<file path="src/rtl/music_pkg.sv">
// rtl/music_pkg.sv - shared widths, saturation limits and mixer state for the voice scheduler
package music_pkg;
   localparam int NOTE_W   = 6;
   localparam int DUR_W    = 6;
   localparam int SAMPLE_W = 16;

   localparam logic [NOTE_W-1:0] REST_NOTE = '0;

   localparam int SAT_MAX = 32767;
   localparam int SAT_MIN = -32768;

   typedef enum logic [1:0] {
      IDLE,
      COLLECT,
      EMIT
   } mix_state_e;
endpackage

</file>
<file path="src/rtl/sample_mixer.sv">
// rtl/sample_mixer.sv - collects one sample per voice per request and emits a saturated sum
module sample_mixer
   import music_pkg::*;
#(
   parameter int NUM_VOICES = 4,
   parameter int TIMEOUT    = 255
) (
   input  logic                           clk,
   input  logic                           reset,
   input  logic                           generate_next_sample,
   input  logic [SAMPLE_W*NUM_VOICES-1:0] voice_sample,
   input  logic [NUM_VOICES-1:0]          voice_sample_ready,
   output logic [SAMPLE_W-1:0]            sample_out,
   output logic                           new_sample_ready,
   output logic                           timeout_flag
);
   localparam int SUM_W = SAMPLE_W + $clog2(NUM_VOICES);
   localparam int TMR_W = $clog2(TIMEOUT + 1);
   localparam logic [TMR_W-1:0]        TMR_LIMIT = TMR_W'(TIMEOUT);
   localparam logic signed [SUM_W-1:0] SUM_MAX   = SUM_W'(SAT_MAX);
   localparam logic signed [SUM_W-1:0] SUM_MIN   = SUM_W'(SAT_MIN);

   mix_state_e                 state_q, state_d;
   logic [NUM_VOICES-1:0]      got_q, got_d;
   logic signed [SAMPLE_W-1:0] samples_q [NUM_VOICES];
   logic signed [SAMPLE_W-1:0] samples_d [NUM_VOICES];
   logic [TMR_W-1:0]           timer_q, timer_d;
   logic [SAMPLE_W-1:0]        sample_out_q, sample_out_d;
   logic                       nsr_q, nsr_d;
   logic                       timeout_q, timeout_d;
   logic signed [SUM_W-1:0]    sum;

   always_ff @(posedge clk or posedge reset) begin
      if (reset) begin
         state_q      <= IDLE;
         got_q        <= '0;
         timer_q      <= '0;
         sample_out_q <= '0;
         nsr_q        <= 1'b0;
         timeout_q    <= 1'b0;
         for (int i = 0; i < NUM_VOICES; i++) samples_q[i] <= '0;
      end else begin
         state_q      <= state_d;
         got_q        <= got_d;
         timer_q      <= timer_d;
         sample_out_q <= sample_out_d;
         nsr_q        <= nsr_d;
         timeout_q    <= timeout_d;
         for (int i = 0; i < NUM_VOICES; i++) samples_q[i] <= samples_d[i];
      end
   end

   always_comb begin
      state_d = state_q;
      case (state_q)
         IDLE:    if (generate_next_sample) state_d = COLLECT;
         COLLECT: if ((&got_d) || (timer_q == TMR_LIMIT)) state_d = EMIT;
         EMIT:    state_d = IDLE;
         default: state_d = IDLE;
      endcase
   end

   always_comb begin
      sum = '0;
      for (int i = 0; i < NUM_VOICES; i++) begin
         sum = sum + {{(SUM_W-SAMPLE_W){samples_q[i][SAMPLE_W-1]}}, samples_q[i]};
      end
   end

   always_comb begin
      got_d        = got_q;
      timer_d      = timer_q;
      sample_out_d = sample_out_q;
      nsr_d        = 1'b0;
      timeout_d    = timeout_q;
      for (int i = 0; i < NUM_VOICES; i++) samples_d[i] = samples_q[i];
      case (state_q)
         IDLE: begin
            // Ready pulses arriving with the request are captured so no voice is lost.
            if (generate_next_sample) begin
               got_d   = voice_sample_ready;
               timer_d = '0;
               for (int i = 0; i < NUM_VOICES; i++) begin
                  samples_d[i] = voice_sample_ready[i] ? voice_sample[SAMPLE_W*i +: SAMPLE_W] : '0;
               end
            end
         end
         COLLECT: begin
            timer_d = timer_q + TMR_W'(1);
            for (int i = 0; i < NUM_VOICES; i++) begin
               if (voice_sample_ready[i] && !got_q[i]) begin
                  samples_d[i] = voice_sample[SAMPLE_W*i +: SAMPLE_W];
                  got_d[i]     = 1'b1;
               end
            end
            if (!(&got_d) && (timer_q == TMR_LIMIT)) timeout_d = 1'b1;
         end
         EMIT: begin
            nsr_d = 1'b1;
            if (sum > SUM_MAX)      sample_out_d = SUM_MAX[SAMPLE_W-1:0];
            else if (sum < SUM_MIN) sample_out_d = SUM_MIN[SAMPLE_W-1:0];
            else                    sample_out_d = sum[SAMPLE_W-1:0];
         end
         default: ;
      endcase
   end

   assign sample_out       = sample_out_q;
   assign new_sample_ready = nsr_q;
   assign timeout_flag     = timeout_q;
endmodule

</file>
<file path="src/rtl/voice_scheduler.sv">
// rtl/voice_scheduler.sv - allocates notes to free or oldest voices and mixes their samples
module voice_scheduler
   import music_pkg::*;
#(
   parameter int NUM_VOICES = 4,
   parameter int TIMEOUT    = 255
) (
   input  logic                           clk,
   input  logic                           reset,
   input  logic                           load_new_note,
   input  logic [NOTE_W-1:0]              note_to_load,
   input  logic [DUR_W-1:0]               duration_to_load,
   input  logic [NUM_VOICES-1:0]          voice_done,
   output logic [NUM_VOICES-1:0]          voice_load,
   output logic [NOTE_W-1:0]              voice_note,
   output logic [DUR_W-1:0]               voice_duration,
   output logic [NUM_VOICES-1:0]          voice_busy,
   input  logic                           generate_next_sample,
   input  logic [SAMPLE_W*NUM_VOICES-1:0] voice_sample,
   input  logic [NUM_VOICES-1:0]          voice_sample_ready,
   output logic [SAMPLE_W-1:0]            sample_out,
   output logic                           new_sample_ready,
   output logic                           timeout_flag
);
   localparam int VIDX_W = $clog2(NUM_VOICES);

   logic [NUM_VOICES-1:0] load_q, load_d;
   logic [NUM_VOICES-1:0] busy_q, busy_d;
   logic [NOTE_W-1:0]     note_q, note_d;
   logic [DUR_W-1:0]      dur_q, dur_d;
   logic [VIDX_W-1:0]     steal_q, steal_d;
   logic [VIDX_W-1:0]     target;
   logic                  found_free;

   always_ff @(posedge clk or posedge reset) begin
      if (reset) begin
         load_q  <= '0;
         busy_q  <= '0;
         note_q  <= '0;
         dur_q   <= '0;
         steal_q <= '0;
      end else begin
         load_q  <= load_d;
         busy_q  <= busy_d;
         note_q  <= note_d;
         dur_q   <= dur_d;
         steal_q <= steal_d;
      end
   end

   // Free-voice search uses the registered busy mask, so a same-cycle done does not free a voice.
   always_comb begin
      found_free = 1'b0;
      target     = steal_q;
      for (int i = NUM_VOICES - 1; i >= 0; i--) begin
         if (!busy_q[i]) begin
            found_free = 1'b1;
            target     = VIDX_W'(i);
         end
      end
   end

   always_comb begin
      load_d  = '0;
      busy_d  = busy_q & ~voice_done;
      note_d  = note_q;
      dur_d   = dur_q;
      steal_d = steal_q;
      if (load_new_note && (note_to_load != REST_NOTE)) begin
         load_d[target] = 1'b1;
         busy_d         = busy_d | load_d;
         note_d         = note_to_load;
         dur_d          = duration_to_load;
         if (!found_free) steal_d = steal_q + VIDX_W'(1);
      end
   end

   assign voice_load     = load_q;
   assign voice_busy     = busy_q;
   assign voice_note     = note_q;
   assign voice_duration = dur_q;

   sample_mixer #(
      .NUM_VOICES (NUM_VOICES),
      .TIMEOUT    (TIMEOUT)
   ) u_mixer (
      .clk                  (clk),
      .reset                (reset),
      .generate_next_sample (generate_next_sample),
      .voice_sample         (voice_sample),
      .voice_sample_ready   (voice_sample_ready),
      .sample_out           (sample_out),
      .new_sample_ready     (new_sample_ready),
      .timeout_flag         (timeout_flag)
   );
endmodule

</file>
<file path="config.mk">
export PLATFORM = sky130hd
export DESIGN_NAME = voice_scheduler
export DESIGN_NICKNAME = d
export VERILOG_FILES = /design/src/rtl/music_pkg.sv /design/src/rtl/sample_mixer.sv /design/src/rtl/voice_scheduler.sv
export SDC_FILE = /design/constraint.sdc
export NUM_CORES = 1
export LEC_CHECK = 0
export ABC_AREA = 1
export ABC_CLOCK_PERIOD_IN_PS = 3710
export CORE_UTILIZATION = 28
export DETAILED_ROUTE_END_ITERATION = 16
export HOLD_SLACK_MARGIN = 0.02
export PLACE_DENSITY_LB_ADDON = 0.12
export RECOVER_POWER = 100
export REMOVE_ABC_BUFFERS = 1
export SETUP_SLACK_MARGIN = 0.1
export SKIP_LAST_GASP = 1
export SYNTH_ARGS = -nofsm -noshare
export SYNTH_HDL_FRONTEND = slang
export SYNTH_SLANG_ARGS = --single-unit
</file>
<file path="constraint.sdc">
create_clock -name clk -period 3.71 [get_ports clk]
set_clock_uncertainty 0.15 [all_clocks]
set_input_delay 0.742 -clock clk [delete_from_list [all_inputs] [get_ports clk]]
set_output_delay 0.742 -clock clk [all_outputs]
set_load 0.02 [all_outputs]
</file>
== Word level (Yosys, flattened, before mapping) ==
Index checks and enable logic that the tools add are counted.
Operators by class
  $add $sub $neg: 5
  magnitude comparators: 4
  eq/ne operators: 9
  multiplexer cells: 40
  bitwise gates (word level): 4
  reduce and logical (&&, ||, !) cells: 26
Operators by type and width (number)
  $mux 16: 10
  $pmux 64 s2: 1
  $mux 64: 1
  $add 18x18->18: 2
  $gt 18x16->1 const B: 1
  $lt 18x16->1 const B: 1
  $add 16x16->17: 1
  $pmux 8 s2: 1
  $mux 1: 14
  $mux 2: 6
  $mux 4: 3
  $reduce_and 3->1: 4
  $ne 2x1->1 const B: 5
  $add 8x1->8 const B: 1
  $eq 8x8->1 const B: 1
  $mux 8: 1
  $pmux 4 s2: 1
  $reduce_and 2->1: 4
  $reduce_and 4->1: 2
  $logic_and 1x1->1: 7
  $reduce_bool 6->1: 1
  $logic_not 1->1: 5
  $and 4x4->4: 1
  $not 4->4: 1
  other kinds (13): 13
Storage, ports and cells
  register bits after elaboration: 118
  input port bits: 88
  output and inout port bits: 38

== Logic depth before layout (Yosys ltp) ==
Gate-level depths: netlist (run 1).
  word-level depth: 10
  mapped depth: 25

== Cells and area by module ==
Synthesis (run 1) repeated with hierarchy kept, for this count alone.
Unflattened totals
  cells, all modules: 805
  area total of the unflattened synthesis: 6807.8 um^2
Modules (own cells, without submodules)
  sample_mixer: instances 1, cells an instance 694, area an instance 5869.4 um^2
  voice_scheduler: instances 1, cells an instance 111, area an instance 938.4 um^2

== Worst setup path after synthesis (run 1) ==
No wires, ideal clock.
  path kind: reg2reg
  from: register u_mixer.samples_q[32] (netlist bit)
  to: register u_mixer.sample_out_q[10], in the netlist u_mixer.sample_out[10]
  setup time: 0.120 ns
  arrival time: 3.745 ns
  slack: -0.306 ns
  cell stages (with the launch flop): 24
  clock period less this slack: 4.016 ns
  cell sequence: dfrtp_1 ha_1 inv_1 fa_1 o21ai_0 a21oi_1 o21ai_0 nand2_1 nand2_1 xnor2_1 fa_1 inv_1 ha_1 nand2_1 inv_1 nand2_1 inv_1 a21oi_1 nand3_1 nand2_1 nand2_2 a21oi_4 buf_6 a21oi_2
Between the ends
  longest elaborated chain between the ends: 6
  elaborated cells on any way between the ends: 7
  those cells by class: add/sub: 3; order compare: 2; mux: 2
Ends and longest elaborated chain
  start: declaration: line sample_mixer.sv:25  | logic signed [SAMPLE_W-1:0] samples_q [NUM_VOICES];
  $add 16x16->17 *: line sample_mixer.sv:66  | sum = sum + {{(SUM_W-SAMPLE_W){samples_q[i][SAMPLE_W-1]}}, samples_q[i]};
  $add 18x18->18 * (2 in series): line sample_mixer.sv:66
  $lt 18x16->1: line sample_mixer.sv:101  | else if (sum < SUM_MIN) sample_out_d = SUM_MIN[SAMPLE_W-1:0];
  $mux 16: line sample_mixer.sv:101
  $mux 16 *: line sample_mixer.sv:100  | if (sum > SUM_MAX) sample_out_d = SUM_MAX[SAMPLE_W-1:0];
  end signal: assignment: line sample_mixer.sv:46  | sample_out_q <= sample_out_d;
  end: declaration: line sample_mixer.sv:28  | logic [SAMPLE_W-1:0] sample_out_q, sample_out_d;
Mark *: on every way between the ends. The rest lies on a longest branch, timed or not.
A chain may end at the register's enable or synchronous reset.

== Worst setup path in the final report (run 1) ==
  from: register u_mixer.samples_q[48] (netlist bit)
  to: register u_mixer.sample_out_q[11], in the netlist u_mixer.sample_out[11]
The elaborated chain is that of the path after synthesis.

==> out/results.ini, run 1 <==
[place]
place_congestion = 0.824
io_buffers = 125
place_inst = 1410
place_ws_ps = -513
dpl.hpwl_um = 14800

[grt]
grt_max_degree = 39
grt_pass1_vias = 6304
grt_pass1_wl_um = 32100
groute.usage.overall_pct = 15.8
grt_overflow = 0
antenna_found_initial = 0

[timing]
worst_slew_pin_slew_ps = 1770
setup_ws_ps = -328
finalSetupViolCount = 16
timing.final.crit_share_pct = 109
hold_viol_final = 0
setup-tns-final_ps = -4150
finalMaxSlewViolations = 54
rsz0062_at_grt = yes
period_needed_ps = 4040
clock.fmax_mhz = 248
max_slew_margin_pct = -18.5

[worst_setup_path]
cp.required_ps = 3860
cp_max_fo = 6
critPathCaptureType = flop
critPathSlowestCell = fa_1
cp_slowest_stage_delay_ps = 500
timing.rr.start = u_mixer.samples_q[48]
cp-endpoint = u_mixer.sample_out[11]
ff2ff_setup_slack_ps = -330
cp_num_buf_inv = 6
critical_path_depth = 24
rr_endpoint = u_mixer.sample_out[11]
path_common_cell = buf_6
worstPathArrival_ps = 4190
start_kind = flop
rr_worst_depth = 24
crit_chain = ha_2 -> inv_2 -> fa_2 -> o21ai_2 -> buf_6 -> a21oi_2 -> o21bai_1 -> nand3_1 -> nand2_2 -> xor2_2 -> fa_1 -> inv_2 -> ha_4 -> nand2_4 -> buf_6 -> nor3_4 -> and2_1 -> nand2_1 -> nand3_2 -> nand2_4 -> a21oi_4 -> buf_6 -> buf_16 -> a21oi_2
startpoint = u_mixer.samples_q[48]
cp_top_family = adder cells
path_class = flop to flop

[logic_synthesis]
yosysTopAreaCellShare_pct = 41.7
synth_seq_area_share_pct = 41.7
synth_edf_count = 0
synth_top_area_cell = dfrtp_1
synth.area.top_cells = dfrtp_1 42%, nand2_1 8.9%, inv_1 8.8%
synthTopCellsByCount = 169 x nand2_1, 166 x inv_1, 118 x dfrtp_1
post-synth-top-count-cell = nand2_1
async_flop_share_pct = 100
synth_seq_cells = 118
synth_cell_types = 42
netlist_instances = 873
ys_dominant_reg_cell = dfrtp_1
syn_area_um2 = 7090
synth_area_per_cell_um2 = 8.12
yosys_warnings = 0

[cts]
cts_hold_buf = 0
cts_buffers = 17
insertion_delay_ps = 420
clk_pin_slew_ps = 60
cts-root-buf = clkbuf_16
clk_path_buf_depth = 2
clock_sinks = 118
htreeDepth = 4
cts_tree = built

[layout]
layout.nets = 1253
utilization_pct = 42.3
layout-drive-gt1-share_pct = 20.1
synthToLayoutAreaGrowth_pct = 46.9
antenna_cells = 0
final_cells = 1450

[drt]
final_antenna_net_count = 0
via_per_inst = 4.26
wl_um = 19400
detail_route.wl_per_cell_um = 13.4
drt_iter0_drc = 256
vias = 6184
remaining_drc_errors = 0
dr.pass1.iters = 5

[die]
rows = 57
die_y_um = 161
die-area_um2 = 26000
initial_core_util_pct = 28.8
ioPinCount = 126
dieWidth_um = 161
coreArea_um2 = 24600

[hold_path]
hp-start = voice_duration[0]
hold_path.class = flop to flop

[outcome]
outcome = complete, but fails checks
violations = capacitance limit, slew limit, setup timing

[flow_run]
drv_cap = 2

[repair_timing]
action,4_1_cts,5_1_grt
setup buffers,6,1
endpoints found under the setup margin,16,16
gates resized for setup,49,18
gates cloned,2,0
pin swaps,14,15
[worst min path at each step]
stage                              endpoint  slack (ps)  cells after the start
final                     voice_duration[0]         320                      2
after global routing             steal_q[1]         350                      1
after global placement    voice_duration[2]         310                      2
after detailed placement         steal_q[1]         310                      1
after floorplan                  steal_q[1]         290                      1
after CTS                        steal_q[1]         320                      1
[placed cells by master, fill, tap and decap left out, types with 3 or more instances in the layout]
| master | instances |
|---|---|
| a21oi_1 | 20 |
| a21oi_2 | 24 |
| buf_4 | 103 |
| buf_6 | 4 |
| clkbuf_1 | 4 |
| clkbuf_16 | 17 |
| clkbuf_2 | 4 |
| clkdlybuf4s50_1 | 84 |
| clkinvlp_4 | 3 |
| dfrtp_1 | 118 |
| dlygate4sd3_1 | 41 |
| fa_1 | 18 |
| ha_1 | 23 |
| ha_4 | 9 |
| inv_1 | 162 |
| inv_2 | 7 |
| inv_6 | 4 |
| nand2_1 | 161 |
| nand2_2 | 13 |
| nand2_4 | 4 |
| nand3_1 | 89 |
| nand3_2 | 3 |
| nand4_1 | 6 |
| nor2_1 | 38 |
| nor3_1 | 3 |
| nor3_2 | 3 |
| o21ai_0 | 78 |
| o21ai_1 | 6 |
| o21bai_1 | 4 |
| o22ai_1 | 4 |
| o31ai_1 | 4 |
| xnor2_1 | 9 |
| xor2_1 | 18 |
[metrics by stage]
step / hold WS [ps] / instance area [µm²]
finish: 320 / 10400
global route: 346 / 10400
CTS: 324 / 10400
detailed placement: 310 / 9530
global placement: 312 / 9530
floorplan: 287 / 6970
[kinds of logic after synthesis]
kind of cell / synth area share, %
compound gates: 12.7
fa+ha+maj: 11.2
xor+xnor: 3.71
simple gates: 20.0
flops: 41.7
buf+inv: 10.8
[sequential cells by signal (all words and copies together), names as in the netlist]
register                  flops
u_mixer.sample_out           16
voice_busy                    4
u_mixer.state_q               2
voice_note                    6
u_mixer.samples_q            64
steal_q                       2
u_mixer.timer_q               8
u_mixer.got_q                 4
u_mixer.timeout_flag          1
voice_duration                6
voice_load                    4
u_mixer.new_sample_ready      1
[worst min-delay path, stage by stage (launching register included)]
cell and delay (ps):
dfrtp_1 330, nand2_1 50, nand2_1 50
[metal layers]
layer	vias up	part of all wire, %	GRT usage [%]	wire [µm]
met1	2813	50	21.5	9680
met3	13	2.5	3.16	480
met2	91	47	25.7	9050
met4	0	0.92	3.77	178
met5	-	0	0	0
li1	3267	-	-	-
[final cells by class]
| type | count | area (µm²) |
|---|---|---|
| Clock buffer | 19 | 453 |
| Clock inverter | 13 | 145 |
| Fill cell | 2550 | 14200 |
| Inverter | 172 | 649 |
| Multi-Input combinational cell | 562 | 3670 |
| Sequential cell | 118 | 2950 |
| Tap cell | 324 | 405 |
| Timing Repair Buffer | 242 | 2140 |
Power of run 1 is not shown: default switching activity piles up to over one toggle a cycle in this logic, so the estimate is an artifact.
==> run 2: changes to the inputs <==
--- a/config.mk
+++ b/config.mk
@@ -7,6 +7,7 @@
 export LEC_CHECK = 0
 export ABC_AREA = 1
 export ABC_CLOCK_PERIOD_IN_PS = 3710
+export CORE_MARGIN = 2
 export CORE_UTILIZATION = 28
 export DETAILED_ROUTE_END_ITERATION = 16
 export HOLD_SLACK_MARGIN = 0.02
==> out/results.ini, run 2 (synthesized netlist as in run 1, its figures left out) <==
[grt]
antenna_found_initial = 0  ; unchanged
grt_max_degree = 56  ; was 39
grt_pass1_wl_um = 32500  ; was 32100 µm
groute.usage.overall_pct = 15.6  ; was 15.8%
grt_overflow = 0  ; unchanged
grt_pass1_vias = 6428  ; was 6304

[timing]
finalSetupViolCount = 16  ; unchanged
timing.final.crit_share_pct = 107  ; was 109%
hold_viol_final = 0  ; unchanged
clock.fmax_mhz = 251  ; was 248 MHz
max_slew_margin_pct = -45.5  ; was -18.5%
rsz0062_at_grt = yes  ; unchanged
setup_ws_ps = -271  ; was -328 ps
period_needed_ps = 3980  ; was 4040 ps
finalMaxSlewViolations = 56  ; was 54
worst_slew_pin_slew_ps = 2180  ; was 1770 ps

[place]
dpl.hpwl_um = 14900  ; was 14800 µm
io_buffers = 125  ; unchanged
placed_cell_area_um2 = 9490  ; was 9530 µm²
place_inst = 1410  ; unchanged
place_congestion = 0.831  ; was 0.824

[die]
ioPinCount = 126  ; unchanged
initial_core_util_pct = 28.3  ; was 28.8%
die_y_um = 163  ; was 161 µm
die-area_um2 = 26600  ; was 26000 µm²
coreArea_um2 = 25000  ; was 24600 µm²
rows = 58  ; was 57
dieWidth_um = 163  ; was 161 µm

[cts]
cts_tree = built  ; unchanged
clock_sinks = 118  ; unchanged
htreeDepth = 4  ; unchanged
clk_path_buf_depth = 2  ; unchanged
cts_hold_buf = 0  ; unchanged
insertion_delay_ps = 410  ; was 420 ps
cts_buffers = 17  ; unchanged
clk_pin_slew_ps = 60  ; about the same
cts-root-buf = clkbuf_16  ; unchanged

[drt]
wl_um = 19400  ; about the same
drt_iter0_drc = 265  ; was 256
via_per_inst = 4.31  ; was 4.26
vias = 6240  ; was 6184
remaining_drc_errors = 0  ; unchanged
final_antenna_net_count = 0  ; unchanged
dr.pass1.iters = 7  ; was 5
detail_route.wl_per_cell_um = 13.4  ; about the same

[layout]
largest_register = u_mixer.samples_q  ; unchanged
layout.nets = 1247  ; was 1253
synthToLayoutAreaGrowth_pct = 47.1  ; was 46.9%
fillers = 2566  ; was 2550
most-common-layout-cells = 164 x inv_1, 162 x nand2_1, 118 x dfrtp_1  ; was 162 x inv_1, 161 x nand2_1, 118 x dfrtp_1
final_cells = 1449  ; was 1450
antenna_cells = 0  ; unchanged
mostFrequentLayoutCell = inv_1  ; unchanged
largest_register_ffs = 64  ; unchanged
layout-drive-gt1-share_pct = 19.6  ; was 20.1%
fin_area_um2 = 10400  ; about the same

[outcome]
violations = capacitance limit, slew limit, setup timing  ; unchanged
outcome = complete, but fails checks  ; unchanged

[worst_setup_path]
rr_endpoint = u_mixer.sample_out[8]  ; was u_mixer.sample_out[11]
cp.required_ps = 3860  ; about the same
rr_worst_depth = 20  ; was 24
critPathCaptureType = flop  ; unchanged
worstPathArrival_ps = 4130  ; was 4190 ps
crit_chain = ha_2 -> inv_2 -> fa_2 -> o21ai_1 -> buf_4 -> a21oi_2 -> buf_4 -> o21ai_1 -> xor2_1 -> fa_1 -> ha_4 -> inv_2 -> nor3_4 -> and2_4 -> nand2_4 -> nand3_2 -> nand2_4 -> a21oi_4 -> buf_12 -> a21oi_2  ; was ha_2 -> inv_2 -> fa_2 -> o21ai_2 -> buf_6 -> a21oi_2 -> o21bai_1 -> nand3_1 -> nand2_2 -> xor2_2 -> fa_1 -> inv_2 -> ha_4 -> nand2_4 -> buf_6 -> nor3_4 -> and2_1 -> nand2_1 -> nand3_2 -> nand2_4 -> a21oi_4 -> buf_6 -> buf_16 -> a21oi_2
start_kind = flop  ; unchanged
path_class = flop to flop  ; unchanged
cp-endpoint = u_mixer.sample_out[8]  ; was u_mixer.sample_out[11]
critPathSlowestCell = fa_1  ; unchanged
cp_max_fo = 6  ; unchanged
startpoint = u_mixer.samples_q[48]  ; unchanged
timing.rr.start = u_mixer.samples_q[48]  ; unchanged
cp_slowest_stage_delay_ps = 490  ; was 500 ps
ff2ff_setup_slack_ps = -270  ; was -330 ps

[hold_path]
hold_path.class = flop to flop  ; unchanged

[flow_run]
drv_cap = 1  ; was 2

## run 2: worst max-delay path: cells and delay by family (launching register included)
family          cells  cell delay [ps]
compound gates      5              620
xor+xnor            1              260
fa+ha+maj           4             1330
buf+inv             5              540
flops               1              360
simple gates        5              590
## run 2: worst min path at each step
| stage | startpoint | end | slack [ps] | depth (start not counted) |
|---|---|---|---|---|
| 2_1_floorplan | steal_q[1] | steal_q[1] | 290 | 1 |
| 3_3_place_gp | voice_note[0] | voice_note[0] | 310 | 2 |
| 3_5_place_dp | voice_note[4] | voice_note[4] | 310 | 2 |
| 4_1_cts | steal_q[1] | steal_q[1] | 330 | 1 |
| 5_1_grt | voice_note[4] | voice_note[4] | 340 | 2 |
| 6_report | voice_note[4] | voice_note[4] | 310 | 2 |
## run 2: cell type report
type                            instances  area (µm²)  area share, %
Clock buffer                           22         474           4.55
Clock inverter                          9         125           1.20
Tap cell                              330         413           3.96
Multi-Input combinational cell        562        3700           35.5
Inverter                              172         648           6.21
Timing Repair Buffer                  236        2110           20.3
Sequential cell                       118        2950           28.3
## run 2: stage by stage
stage	hold slack (ps)	util [%]	TNS [ps]	setup slack [ps]
2_1_floorplan	287	-	-41960	-407
3_3_place_gp	306	37.9	-7010	-475
3_5_place_dp	310	37.9	-7570	-516
4_1_cts	325	41.1	-5000	-332
5_1_grt	339	41.7	-11920	-465
6_report	314	41.7	-3880	-271
## run 2: layer usage
metal	vias up	GRT usage [%]	share of wire (%)
li1	3251	-	-
met1	2880	20.8	49
met2	100	26.1	48
met3	9	3.12	2.6
met4	0	3.38	0.85
met5	-	0	0
## run 2: timing repair
action / 4_1_cts / 5_1_grt
buffers inserted: 2 / 4
gates resized for setup: 36 / 30
hold endpoints to repair: 0 / 0
setup endpoints to repair: 16 / 16
pin swaps: 17 / 11
cloned: 2 / 0
Power of run 2 is left out for the same reason.
